--- src/rtl/gcd_exponent_sequencer_pkg.sv ---
// Shared types and constants for the exponent-search sequencer.
//   state_e : sequencer FSM states
//   err_t   : completion status codes reported on err_o
package gcd_exponent_sequencer_pkg;

   localparam int DEFAULT_WIDTH = 8;

   typedef enum logic [2:0] {
      S_IDLE,
      S_PHI,
      S_ISSUE,
      S_WAIT,
      S_CHECK,
      S_FIN
   } state_e;

   typedef logic [1:0] err_t;

   localparam err_t ERR_OK        = 2'd0;
   localparam err_t ERR_BAD_INPUT = 2'd1;
   localparam err_t ERR_NO_E      = 2'd2;
   localparam err_t ERR_TIMEOUT   = 2'd3;

endpackage

--- src/rtl/gcd_exponent_sequencer_if.sv ---
// Request/response handshake to the shared GCD engine.
//   gcd_start  : one-cycle request pulse (master -> engine)
//   gcd_a/b    : operands, held stable until gcd_done
//   gcd_done   : result-valid pulse (engine -> master)
//   gcd_result : gcd value, valid with gcd_done
interface gcd_exponent_sequencer_if
   import gcd_exponent_sequencer_pkg::*;
#(
   parameter int WIDTH = DEFAULT_WIDTH
);
   logic                 gcd_start;
   logic [2*WIDTH-1:0]   gcd_a;
   logic [2*WIDTH-1:0]   gcd_b;
   logic                 gcd_done;
   logic [2*WIDTH-1:0]   gcd_result;

   modport master (output gcd_start, gcd_a, gcd_b, input  gcd_done, gcd_result);
   modport slave  (input  gcd_start, gcd_a, gcd_b, output gcd_done, gcd_result);
endinterface

--- src/rtl/gcd_exponent_sequencer_timeout_counter.sv ---
// Per-request watchdog for the GCD engine.
//   clear_i   : reload (issued together with gcd_start)
//   enable_i  : count while waiting for the engine
//   expired_o : high in the last wait cycle, so the completion lands
//               exactly TIMEOUT cycles after gcd_start (TIMEOUT >= 2)
module gcd_exponent_sequencer_timeout_counter #(
   parameter int TIMEOUT = 1023
) (
   input  logic clk,
   input  logic rst,
   input  logic clear_i,
   input  logic enable_i,
   output logic expired_o
);
   localparam int             CW   = $clog2(TIMEOUT + 1);
   localparam logic [CW-1:0]  LOAD = CW'(TIMEOUT - 2);

   logic [CW-1:0] cnt_q, cnt_d;

   always_comb begin
      cnt_d = cnt_q;
      if (clear_i)
         cnt_d = LOAD;
      else if (enable_i && (cnt_q != '0))
         cnt_d = cnt_q - CW'(1);
   end

   always_ff @(posedge clk or posedge rst) begin
      if (rst) cnt_q <= LOAD;
      else     cnt_q <= cnt_d;
   end

   assign expired_o = enable_i && (cnt_q == '0);
endmodule

--- src/rtl/gcd_exponent_sequencer.sv ---
// Key-setup controller: forms phi = (p-1)*(q-1) and walks odd candidates
// e = E_START, E_START+2, ... through the GCD engine until gcd(e, phi) == 1.
//   start_i/p_i/q_i : job request (accepted only in IDLE)
//   busy_o/done_o   : job in progress / one-cycle completion pulse
//   e_out_o/err_o   : found exponent and status, held until next start
//   attempts_o      : engine requests issued for this job (saturating)
//   gcd_if          : master side of the GCD engine handshake
//
// state  | meaning
// IDLE   | waiting for start
// PHI    | compute phi, load first candidate
// ISSUE  | request gcd(e, phi), or give up if e >= phi
// WAIT   | engine busy; watchdog running
// CHECK  | accept e if coprime, else step to e+2
// FIN    | one-cycle done pulse
module gcd_exponent_sequencer
   import gcd_exponent_sequencer_pkg::*;
#(
   parameter int WIDTH   = DEFAULT_WIDTH,
   parameter int E_START = 3,
   parameter int TIMEOUT = 1023
) (
   input  logic                  clk,
   input  logic                  rst,
   input  logic                  start_i,
   input  logic [WIDTH-1:0]      p_i,
   input  logic [WIDTH-1:0]      q_i,
   output logic                  busy_o,
   output logic                  done_o,
   output logic [2*WIDTH-1:0]    e_out_o,
   output logic [1:0]            err_o,
   output logic [7:0]            attempts_o,
   gcd_exponent_sequencer_if.master gcd_if
);
   localparam int             DW      = 2 * WIDTH;
   localparam logic [DW-1:0]  E_FIRST = DW'(E_START);
   localparam logic [DW:0]    STEP    = (DW+1)'(2);

   state_e           state_q, state_d;
   logic [WIDTH-1:0] p_q, p_d, q_q, q_d;
   logic [DW-1:0]    phi_q, phi_d, e_q, e_d, res_q, res_d, e_out_q, e_out_d;
   err_t             err_q, err_d;
   logic [7:0]       att_q, att_d;

   logic [DW-1:0]    p_m1, q_m1;
   logic [DW:0]      e_plus2;
   logic             issue_ok, gcd_start_c, tmo_clear, tmo_en, tmo_expired;

   assign p_m1     = {{WIDTH{1'b0}}, p_q - WIDTH'(1)};
   assign q_m1     = {{WIDTH{1'b0}}, q_q - WIDTH'(1)};
   // Extra MSB catches the candidate stepping past the operand width.
   assign e_plus2  = {1'b0, e_q} + STEP;
   assign issue_ok = (e_q < phi_q);

   gcd_exponent_sequencer_timeout_counter #(.TIMEOUT(TIMEOUT)) u_tmo (
      .clk       (clk),
      .rst       (rst),
      .clear_i   (tmo_clear),
      .enable_i  (tmo_en),
      .expired_o (tmo_expired)
   );

   always_ff @(posedge clk or posedge rst) begin
      if (rst) begin
         state_q <= S_IDLE;
         p_q     <= '0;
         q_q     <= '0;
         phi_q   <= '0;
         e_q     <= '0;
         res_q   <= '0;
         e_out_q <= '0;
         err_q   <= ERR_OK;
         att_q   <= '0;
      end else begin
         state_q <= state_d;
         p_q     <= p_d;
         q_q     <= q_d;
         phi_q   <= phi_d;
         e_q     <= e_d;
         res_q   <= res_d;
         e_out_q <= e_out_d;
         err_q   <= err_d;
         att_q   <= att_d;
      end
   end

   always_comb begin
      state_d = state_q;
      p_d     = p_q;
      q_d     = q_q;
      phi_d   = phi_q;
      e_d     = e_q;
      res_d   = res_q;
      e_out_d = e_out_q;
      err_d   = err_q;
      att_d   = att_q;
      case (state_q)
         S_IDLE: begin
            if (start_i) begin
               p_d     = p_i;
               q_d     = q_i;
               att_d   = '0;
               err_d   = ERR_OK;
               e_out_d = '0;
               if ((p_i < WIDTH'(2)) || (q_i < WIDTH'(2))) begin
                  err_d   = ERR_BAD_INPUT;
                  state_d = S_FIN;
               end else begin
                  state_d = S_PHI;
               end
            end
         end
         S_PHI: begin
            phi_d   = p_m1 * q_m1;
            e_d     = E_FIRST;
            state_d = S_ISSUE;
         end
         S_ISSUE: begin
            if (!issue_ok) begin
               err_d   = ERR_NO_E;
               state_d = S_FIN;
            end else begin
               if (att_q != 8'hFF) att_d = att_q + 8'd1;
               state_d = S_WAIT;
            end
         end
         S_WAIT: begin
            // A result arriving in the expiry cycle still counts.
            if (gcd_if.gcd_done) begin
               res_d   = gcd_if.gcd_result;
               state_d = S_CHECK;
            end else if (tmo_expired) begin
               err_d   = ERR_TIMEOUT;
               state_d = S_FIN;
            end
         end
         S_CHECK: begin
            if (res_q == DW'(1)) begin
               e_out_d = e_q;
               state_d = S_FIN;
            end else if (e_plus2[DW]) begin
               err_d   = ERR_NO_E;
               state_d = S_FIN;
            end else begin
               e_d     = e_plus2[DW-1:0];
               state_d = S_ISSUE;
            end
         end
         S_FIN:   state_d = S_IDLE;
         default: state_d = S_IDLE;
      endcase
   end

   always_comb begin
      busy_o      = 1'b0;
      done_o      = 1'b0;
      gcd_start_c = 1'b0;
      tmo_clear   = 1'b0;
      tmo_en      = 1'b0;
      case (state_q)
         S_PHI, S_CHECK: busy_o = 1'b1;
         S_ISSUE: begin
            busy_o      = 1'b1;
            gcd_start_c = issue_ok;
            tmo_clear   = 1'b1;
         end
         S_WAIT: begin
            busy_o = 1'b1;
            tmo_en = 1'b1;
         end
         S_FIN:   done_o = 1'b1;
         default: ;
      endcase
   end

   // Operands come straight from the candidate/phi registers, which only
   // change in PHI and CHECK, so they are stable from gcd_start to gcd_done.
   assign gcd_if.gcd_start = gcd_start_c;
   assign gcd_if.gcd_a     = e_q;
   assign gcd_if.gcd_b     = phi_q;

   assign e_out_o    = e_out_q;
   assign err_o      = err_q;
   assign attempts_o = att_q;
endmodule
--- src/flat_wrapper.sv ---
// flat-port wrapper written by rule: the top's interface ports become plain ports
module gcd_exponent_sequencer_flat import gcd_exponent_sequencer_pkg::*;
#(
   parameter int WIDTH   = DEFAULT_WIDTH,
   parameter int E_START = 3,
   parameter int TIMEOUT = 1023
)
  (clk, rst, start_i, p_i, q_i, busy_o, done_o, e_out_o, err_o, attempts_o, gcd_if_gcd_start, gcd_if_gcd_a, gcd_if_gcd_b, gcd_if_gcd_done, gcd_if_gcd_result);
  gcd_exponent_sequencer_if #(.WIDTH(WIDTH)) gcd_if_i ();
  input  logic clk;
  input  logic rst;
  input  logic start_i;
  input  logic [WIDTH-1:0] p_i;
  input  logic [WIDTH-1:0] q_i;
  output logic busy_o;
  output logic done_o;
  output logic [2*WIDTH-1:0] e_out_o;
  output logic [1:0] err_o;
  output logic [7:0] attempts_o;
  output wire logic [$bits(gcd_if_i.gcd_start)-1:0] gcd_if_gcd_start;
  output wire logic [$bits(gcd_if_i.gcd_a)-1:0] gcd_if_gcd_a;
  output wire logic [$bits(gcd_if_i.gcd_b)-1:0] gcd_if_gcd_b;
  input wire logic [$bits(gcd_if_i.gcd_done)-1:0] gcd_if_gcd_done;
  input wire logic [$bits(gcd_if_i.gcd_result)-1:0] gcd_if_gcd_result;
  assign gcd_if_gcd_start = gcd_if_i.gcd_start;
  assign gcd_if_gcd_a = gcd_if_i.gcd_a;
  assign gcd_if_gcd_b = gcd_if_i.gcd_b;
  assign gcd_if_i.gcd_done = gcd_if_gcd_done;
  assign gcd_if_i.gcd_result = gcd_if_gcd_result;
  gcd_exponent_sequencer #(.WIDTH(WIDTH), .E_START(E_START), .TIMEOUT(TIMEOUT)) u_core (.clk(clk), .rst(rst), .start_i(start_i), .p_i(p_i), .q_i(q_i), .busy_o(busy_o), .done_o(done_o), .e_out_o(e_out_o), .err_o(err_o), .attempts_o(attempts_o), .gcd_if(gcd_if_i));
endmodule
--- config.mk ---
export PLATFORM = sky130hd
export DESIGN_NAME = gcd_exponent_sequencer_flat
export DESIGN_NICKNAME = d
export VERILOG_FILES = /design/src/rtl/gcd_exponent_sequencer_pkg.sv /design/src/rtl/gcd_exponent_sequencer_if.sv /design/src/rtl/gcd_exponent_sequencer_timeout_counter.sv /design/src/rtl/gcd_exponent_sequencer.sv /design/src/flat_wrapper.sv
export SDC_FILE = /design/constraint.sdc
export NUM_CORES = 1
export LEC_CHECK = 0
export CAP_MARGIN = 20
export CELL_PAD_IN_SITES_DETAIL_PLACEMENT = 1
export CELL_PAD_IN_SITES_GLOBAL_PLACEMENT = 2
export CORE_MARGIN = 8
export CORE_UTILIZATION = 38
export DETAILED_ROUTE_END_ITERATION = 16
export PLACE_DENSITY_LB_ADDON = 0.1
export SETUP_SLACK_MARGIN = 0.5
export SLEW_MARGIN = 25
export SYNTH_ARGS = -nofsm -noshare
export SYNTH_HDL_FRONTEND = slang
export SYNTH_SLANG_ARGS = --single-unit
--- constraint.sdc ---
create_clock -name clk -period 13.76 [get_ports clk]
set_input_delay 2.752 -clock clk [delete_from_list [all_inputs] [get_ports clk]]
set_output_delay 2.752 -clock clk [all_outputs]
set_load 0.01 [all_outputs]
* Word-level counts from Yosys, hierarchy flattened *
Cells that the tools add are included.

cells by class
  add/subtract/negate cells = 5
  $mul = 1
  $lt $le $gt $ge = 3
  equal/unequal tests = 18
  mux-type cells = 33
  reduce and logical (&&, ||, !) cells = 19

operators by type and width
  cell                                                         count
  two-way mux 16 bit                                           4
  case mux 16 bit (2 select lines)                             2
  two-way mux 8 bit                                            3
  two-way mux 3 bit                                            7
  two-way mux 10 bit                                           2
  adder 16 x 2 -> 17 bit (second input constant)               1
  == test 16 x 1 -> 1 bit (second input constant)              1
  less-than comparator 16 bit                                  1
  less-than comparator 8 x 2 -> 1 bit (second input constant)  2
  multiplier 8 x 8 -> 16 bit                                   1
  case mux 8 bit (2 select lines)                              1
  subtractor 8 x 1 -> 8 bit (second input constant)            2
  case mux 3 bit (5 select lines)                              1
  two-way mux 2 bit                                            6
  logical NOT 10 bit                                           1
  inequality test 2 x 1 -> 1 bit (second input constant)       5
  inequality test 2 bit (second input constant)                5
  nonzero test 10 bit                                          1
  subtractor 10 x 1 -> 10 bit (second input constant)          1
  adder 8 x 1 -> 8 bit (second input constant)                 1
  inequality test 8 bit (second input constant)                1
  case mux 2 bit (4 select lines)                              1
  nonzero test 2 bit                                           4
  AND reduction 7 bit                                          1
  13 further kinds                                             24

word-level totals
  bits in registers = 103
  bits of input ports = 36
  output and inout port bits = 61
  logic and storage cells = 89

* Logic depth before layout (Yosys ltp) *
  depth in word-level cells = 6
  mapped depth = 21
  mapped depth without buffers = 20

* Hierarchy *
A second synthesis with hierarchy kept.

unflattened totals
  cell total of the unflattened synthesis = 808
  area, all modules = 7312.0 sq um

modules (own cells, without submodules)
  module                                  times used  cells an instance  area an instance (sq um)  sequential area each (sq um)
  gcd_exponent_sequencer                  1           749                6712.7                    2327.2
  gcd_exponent_sequencer_timeout_counter  1           59                 599.3                     261.5

* Worst setup path before layout *
OpenSTA, ideal clock, no wires.

  path kind = register to register
  start = register u_core.q_q[0]
  end = register u_core.phi_q[13] (netlist: u_core.gcd_if.gcd_b[13])
  library setup time = 0.095 ns
  data arrival time = 4.890 ns
  data required time = 13.665 ns
  setup slack = 8.775 ns
  stages on the path, launching flop included = 21
  buffers on the path = 1
  period minus slack after synthesis = 4.985 ns
  cells stage by stage = dfrtp_1 > clkbuf_1 > inv_1 > ha_1 > nand2_1 > xor2_1 > or2_2 > fa_1 > fa_1 > inv_1 > fa_1 > inv_1 > fa_1 > inv_1 > ha_1 > o21ai_0 > a21oi_1 > o21ai_0 > a211oi_1 > nor3_1 > o31ai_1

between the ends
  longest elaborated chain between the ends = 2

RTL lines
  item                        line                           RTL
  from (decl)                 gcd_exponent_sequencer.sv:40   logic [WIDTH-1:0] p_q, p_d, q_q, q_d;
  from (signal assigned)      gcd_exponent_sequencer.sv:77   q_q <= q_d;
  subtractor 8 x 1 -> 8 bit   gcd_exponent_sequencer.sv:50   assign q_m1 = {{WIDTH{1'b0}}, q_q - WIDTH'(1)};
  multiplier 8 x 8 -> 16 bit  gcd_exponent_sequencer.sv:114  phi_d = p_m1 * q_m1;
  to (signal assigned)        gcd_exponent_sequencer.sv:78   phi_q <= phi_d;
  to (decl)                   gcd_exponent_sequencer.sv:41   logic [DW-1:0] phi_q, phi_d, e_q, e_d, res_q, res_d, e_out_q, e_out_d;

No other way between the ends.
A chain may end at the register's enable or synchronous reset.

* Worst setup path in the final report *
  start = register u_core.e_q[1] (netlist: u_core.gcd_if.gcd_a[1])
  end = output gcd_if_gcd_start

between the ends
  longest elaborated chain between the ends = 2

RTL lines
  item                         line                           RTL
  from (decl)                  gcd_exponent_sequencer.sv:41
  from (signal assigned)       gcd_exponent_sequencer.sv:69   e_q <= '0;
  from (signal assigned)       gcd_exponent_sequencer.sv:79   e_q <= e_d;
  less-than comparator 16 bit  gcd_exponent_sequencer.sv:53   assign issue_ok = (e_q < phi_q);
  two-way mux 1 bit            gcd_exponent_sequencer.sv:160  case (state_q)
  to (decl)                    flat_wrapper.sv:20             output wire logic [$bits(gcd_if_i.gcd_start)-1:0] gcd_if_gcd_start;

No other way between the ends.

==> flow_summary.html <==
<table>
<tr><th>Metric</th><th>Value</th></tr>
<tr><th colspan="2">Timing</th></tr>
<tr><td>Accumulated negative setup slack</td><td>0 ns</td></tr>
<tr><td>Clock skew after layout</td><td>0.01762 ns</td></tr>
<tr><td>Maximum clock frequency</td><td>0.1716 GHz</td></tr>
<tr><td>Tcrit/Tclk final</td><td>0.4235</td></tr>
<tr><td>Final number of setup-violating endpoints</td><td>0</td></tr>
<tr><td>Final number of max-transition violations</td><td>0</td></tr>
<tr><td>Max-slew headroom</td><td>0.3954</td></tr>
<tr><td>Final hold violation count</td><td>0</td></tr>
<tr><td>RSZ-0062 raised after global routing</td><td>false</td></tr>
<tr><td>Transition at the pin with the smallest max-transition slack</td><td>0.8986 ns</td></tr>
<tr><td>Slack of the critical path</td><td>7.933 ns</td></tr>
<tr><td>Final Critical Period</td><td>5.827 ns</td></tr>
<tr><th colspan="2">Setup path</th></tr>
<tr><td>Category of the worst setup path capture point</td><td>output port</td></tr>
<tr><td>Endpoint required time on the critical path</td><td>11.01 ns</td></tr>
<tr><td>Data arrival time of the worst path</td><td>3.07 ns</td></tr>
<tr><td>Sort of element at the start of the critical path</td><td>flop</td></tr>
<tr><td>Worst-path maximum fanout</td><td>13</td></tr>
<tr><td>Start-to-end type of the worst setup path</td><td>reg2out</td></tr>
<tr><td>Register-to-register setup slack</td><td>8.16 ns</td></tr>
<tr><th colspan="2">Finish</th></tr>
<tr><td>Growth of design area from synthesis to finish</td><td>21.08%</td></tr>
<tr><td>Antenna Diode Count</td><td>0</td></tr>
<tr><td>Share of the core filled with cells in the final layout</td><td>0.4657</td></tr>
<tr><td>Fraction of final layout cells sized beyond drive strength 1</td><td>0.1044</td></tr>
<tr><td>Fill cells</td><td>2,162</td></tr>
<tr><td>Post-layout net count</td><td>985</td></tr>
<tr><th colspan="2">Yosys</th></tr>
<tr><td>Leading cell types by count after synthesis</td><td>94 x sky130_fd_sc_hd__dfrtp_1, 91 x sky130_fd_sc_hd__nor2_1, 84 x sky130_fd_sc_hd__nand2_1, 75 x sky130_fd_sc_hd__inv_1, 56 x sky130_fd_sc_hd__ha_1</td></tr>
<tr><td>Yosys warnings</td><td>0</td></tr>
<tr><td>Ranking of synthesized cells by area</td><td>sky130_fd_sc_hd__dfrtp_1 33%, sky130_fd_sc_hd__fa_1 10%, sky130_fd_sc_hd__ha_1 9.8%, sky130_fd_sc_hd__mux2_2 5.2%, sky130_fd_sc_hd__nor2_1 4.8%</td></tr>
<tr><td>Yosys top cell by area</td><td>sky130_fd_sc_hd__dfrtp_1</td></tr>
<tr><td>Dominant register cell in the synthesized netlist</td><td>sky130_fd_sc_hd__dfrtp_1</td></tr>
<tr><td>Gate count of the mapped netlist</td><td>768</td></tr>
<tr><td>Count of flip-flops with a built-in enable after synthesis</td><td>0</td></tr>
<tr><td>Synthesized net count</td><td>896</td></tr>
<tr><td>Share of synthesized area occupied by flip-flops and latches</td><td>0.3610</td></tr>
<tr><td>Average footprint of a synthesized cell</td><td>9.337 um^2</td></tr>
<tr><td>Portion of synthesized cell area occupied by the leading cell type</td><td>0.3280</td></tr>
<tr><td>Most repeated cell in the gate-level netlist after synthesis</td><td>sky130_fd_sc_hd__dfrtp_1</td></tr>
<tr><td>Proportion of synthesized flip-flops having asynchronous set or reset</td><td>1.000</td></tr>
<tr><td>Area of the mapped netlist</td><td>7171 um^2</td></tr>
<tr><td>FF+latch count, synth</td><td>103</td></tr>
<tr><td>Distinct cell type count after synthesis</td><td>52</td></tr>
<tr><th colspan="2">Floorplanning</th></tr>
<tr><td>Row cnt</td><td>50</td></tr>
<tr><td>I/O pin cnt</td><td>97</td></tr>
<tr><td>Placeable core area</td><td>18,640 um^2</td></tr>
<tr><td>Initial Utilization</td><td>0.3846</td></tr>
<tr><td>Vertical die dimension</td><td>153.4 um</td></tr>
<tr><td>Die area</td><td>23,520 um^2</td></tr>
<tr><td>Width of the die</td><td>153.4 um</td></tr>
<tr><th colspan="2">Clock network</th></tr>
<tr><td>Insertion delay of the later-clocked pin in the worst-skew pair</td><td>0.36 ns</td></tr>
<tr><td>Clock root buffer</td><td>sky130_fd_sc_hd__clkbuf_16</td></tr>
<tr><td>Number of clock buffers inserted by TritonCTS</td><td>9</td></tr>
<tr><td>Clock input transition at the sequential cells of the worst setup and hold paths</td><td>0.08 ns</td></tr>
<tr><td>Clock Sinks</td><td>103</td></tr>
<tr><td>Clock buffer depth</td><td>2</td></tr>
<tr><td>Post CTS Setup Buffer Count</td><td>0</td></tr>
<tr><td># hold bufs at CTS</td><td>0</td></tr>
<tr><td>Deepest level of the CTS H-tree</td><td>3</td></tr>
<tr><td>Post-cts sizing count</td><td>0</td></tr>
<tr><td>CTS tree</td><td>done</td></tr>
<tr><th colspan="2">Worst hold path</th></tr>
<tr><td>Path class of the lowest-slack min-delay path</td><td>reg2reg</td></tr>
<tr><th colspan="2">Drt</th></tr>
<tr><td>Average routed wire per standard cell</td><td>18.42 um</td></tr>
<tr><td>Count of routing violations after the opening detailed-route iteration</td><td>254</td></tr>
<tr><td>Pre-Repair DR Iteration Count</td><td>4</td></tr>
<tr><td>Number of vias per cell after detailed routing</td><td>5.302</td></tr>
<tr><td>DRC violation count after routing</td><td>0</td></tr>
<tr><td>Detail Route Antenna Nets</td><td>0</td></tr>
<tr><td>Routed WL</td><td>20,190 um</td></tr>
<tr><td>Via total after detailed routing</td><td>5,811</td></tr>
<tr><th colspan="2">GRT</th></tr>
<tr><td>Pin count of the biggest net entering global routing</td><td>68</td></tr>
<tr><td>GRT Residual Overflow</td><td>0</td></tr>
<tr><td>Wire length of the first global-routing pass</td><td>34,090 um</td></tr>
<tr><td>Number of global-route vias before repair</td><td>6,585</td></tr>
<tr><td>Antenna violations before repair</td><td>0</td></tr>
<tr><td>Total global routing track utilization</td><td>0.1774</td></tr>
<tr><th colspan="2">Status</th></tr>
<tr><td>Status</td><td>finished, final reports clean</td></tr>
<tr><th colspan="2">Placed design</th></tr>
<tr><td>Worst slack at placement</td><td>8.161 ns</td></tr>
<tr><td>Detail Placement HPWL</td><td>15,570 um</td></tr>
<tr><td>Port Buffers</td><td>96</td></tr>
<tr><td>Gpl congestion</td><td>0.7962</td></tr>
<tr><th colspan="2">Job</th></tr>
<tr><td>Number of max-capacitance violations reported</td><td>0</td></tr>
</table>
## metal layers
| layer | vias up | share of wire | GRT usage |
|---|---|---|---|
| met5 | - | 0 | 0 |
| met4 | 0 | 0.019 | 0.05133 |
| met3 | 28 | 0.048 | 0.04426 |
| met2 | 99 | 0.47 | 0.3022 |
| met1 | 2908 | 0.46 | 0.2187 |
| li1 | 2776 | - | - |
## worst paths after layout
path / startpoint / to / cells past startpoint
setup / recovery: u_core.gcd_if.gcd_a[1] / gcd_if_gcd_start / 7
hold / removal: u_core.e_out_o[7] / u_core.e_out_o[7] / 2
setup reg to reg: u_core.q_q[0] / u_core.gcd_if.gcd_b[13] / 19
hold reg to reg: u_core.e_out_o[7] / u_core.e_out_o[7] / 2
max in group asynchronous: rst / u_core.p_q[6] / 3
min in group asynchronous: rst / u_core.e_out_o[15] / 2
## through the flow
stage	hold slack [ns]	std cells	cell area, um^2
floorplan	0.4708	768	7171
global placement	0.4529	1080	8383
detailed placement	0.4610	1080	8389
CTS	0.4792	1096	8680
global route	0.4929	1096	8682
finish	0.4695	1096	8682
## placed cells by master, fill, tap and decap left out, types with 11 or more instances in the layout
master and count:
sky130_fd_sc_hd__ha_1 56, sky130_fd_sc_hd__mux2_2 33, sky130_fd_sc_hd__clkdlybuf4s50_1 96, sky130_fd_sc_hd__inv_1 74, sky130_fd_sc_hd__dfrtp_1 94, sky130_fd_sc_hd__xnor2_1 14, sky130_fd_sc_hd__a21oi_1 26, sky130_fd_sc_hd__nand2b_1 11
sky130_fd_sc_hd__or2_2 12, sky130_fd_sc_hd__nand2_1 83, sky130_fd_sc_hd__nor2_1 91, sky130_fd_sc_hd__xor2_1 16, sky130_fd_sc_hd__nand3_1 26, sky130_fd_sc_hd__fa_1 36, sky130_fd_sc_hd__o21ai_0 31, sky130_fd_sc_hd__nand4_1 17
sky130_fd_sc_hd__nor3_1 17
## cell type report
type / instances / area, um^2 / share of cell area
sequential: 103 / 2589 / 0.2982
clock inverter: 6 / 51.30 / 0.005909
timing repair buffer: 101 / 998.5 / 0.1150
inverter: 75 / 284.0 / 0.03271
clock buffer: 10 / 239.0 / 0.02753
multi-input combinational: 567 / 4228 / 0.4870
tap: 234 / 292.8 / 0.03372
## state kept, by name (all words and copies together) (netlist names)
signal / count
u_core.u_tmo.cnt_q: 10
u_core.gcd_if.gcd_b: 16
u_core.p_q: 8
u_core.q_q: 8
u_core.state_q: 3
u_core.res_q: 16
u_core.gcd_if.gcd_a: 16
u_core.err_o: 2
u_core.e_out_o: 16
u_core.attempts_o: 8
## cells by family (layout without fill, tap and decap cells)
group	Yosys count	after routing	share of synthesized area
AO/OA/AOI/OAI	103	103	0.09178
XOR/XNOR	30	30	0.03664
adder cells (fa/ha/maj)	92	92	0.1982
buffers and inverters	98	192	0.05130
flip-flops	103	103	0.3610
multiplexers	38	38	0.05950
AND/OR/NAND/NOR	304	304	0.2015
## worst max-delay path, stage by stage (launching register included)
cell and delay (ns):
sky130_fd_sc_hd__dfrtp_1 0.60, sky130_fd_sc_hd__ha_1 0.31, sky130_fd_sc_hd__a2111oi_0 0.39, sky130_fd_sc_hd__o31ai_1 0.16, sky130_fd_sc_hd__a21oi_1 0.23, sky130_fd_sc_hd__buf_4 0.23, sky130_fd_sc_hd__and2_1 0.23, sky130_fd_sc_hd__clkdlybuf4s50_1 0.57
Power is not shown: default switching activity piles up to over one toggle a cycle in this logic, so the estimate is an artifact.
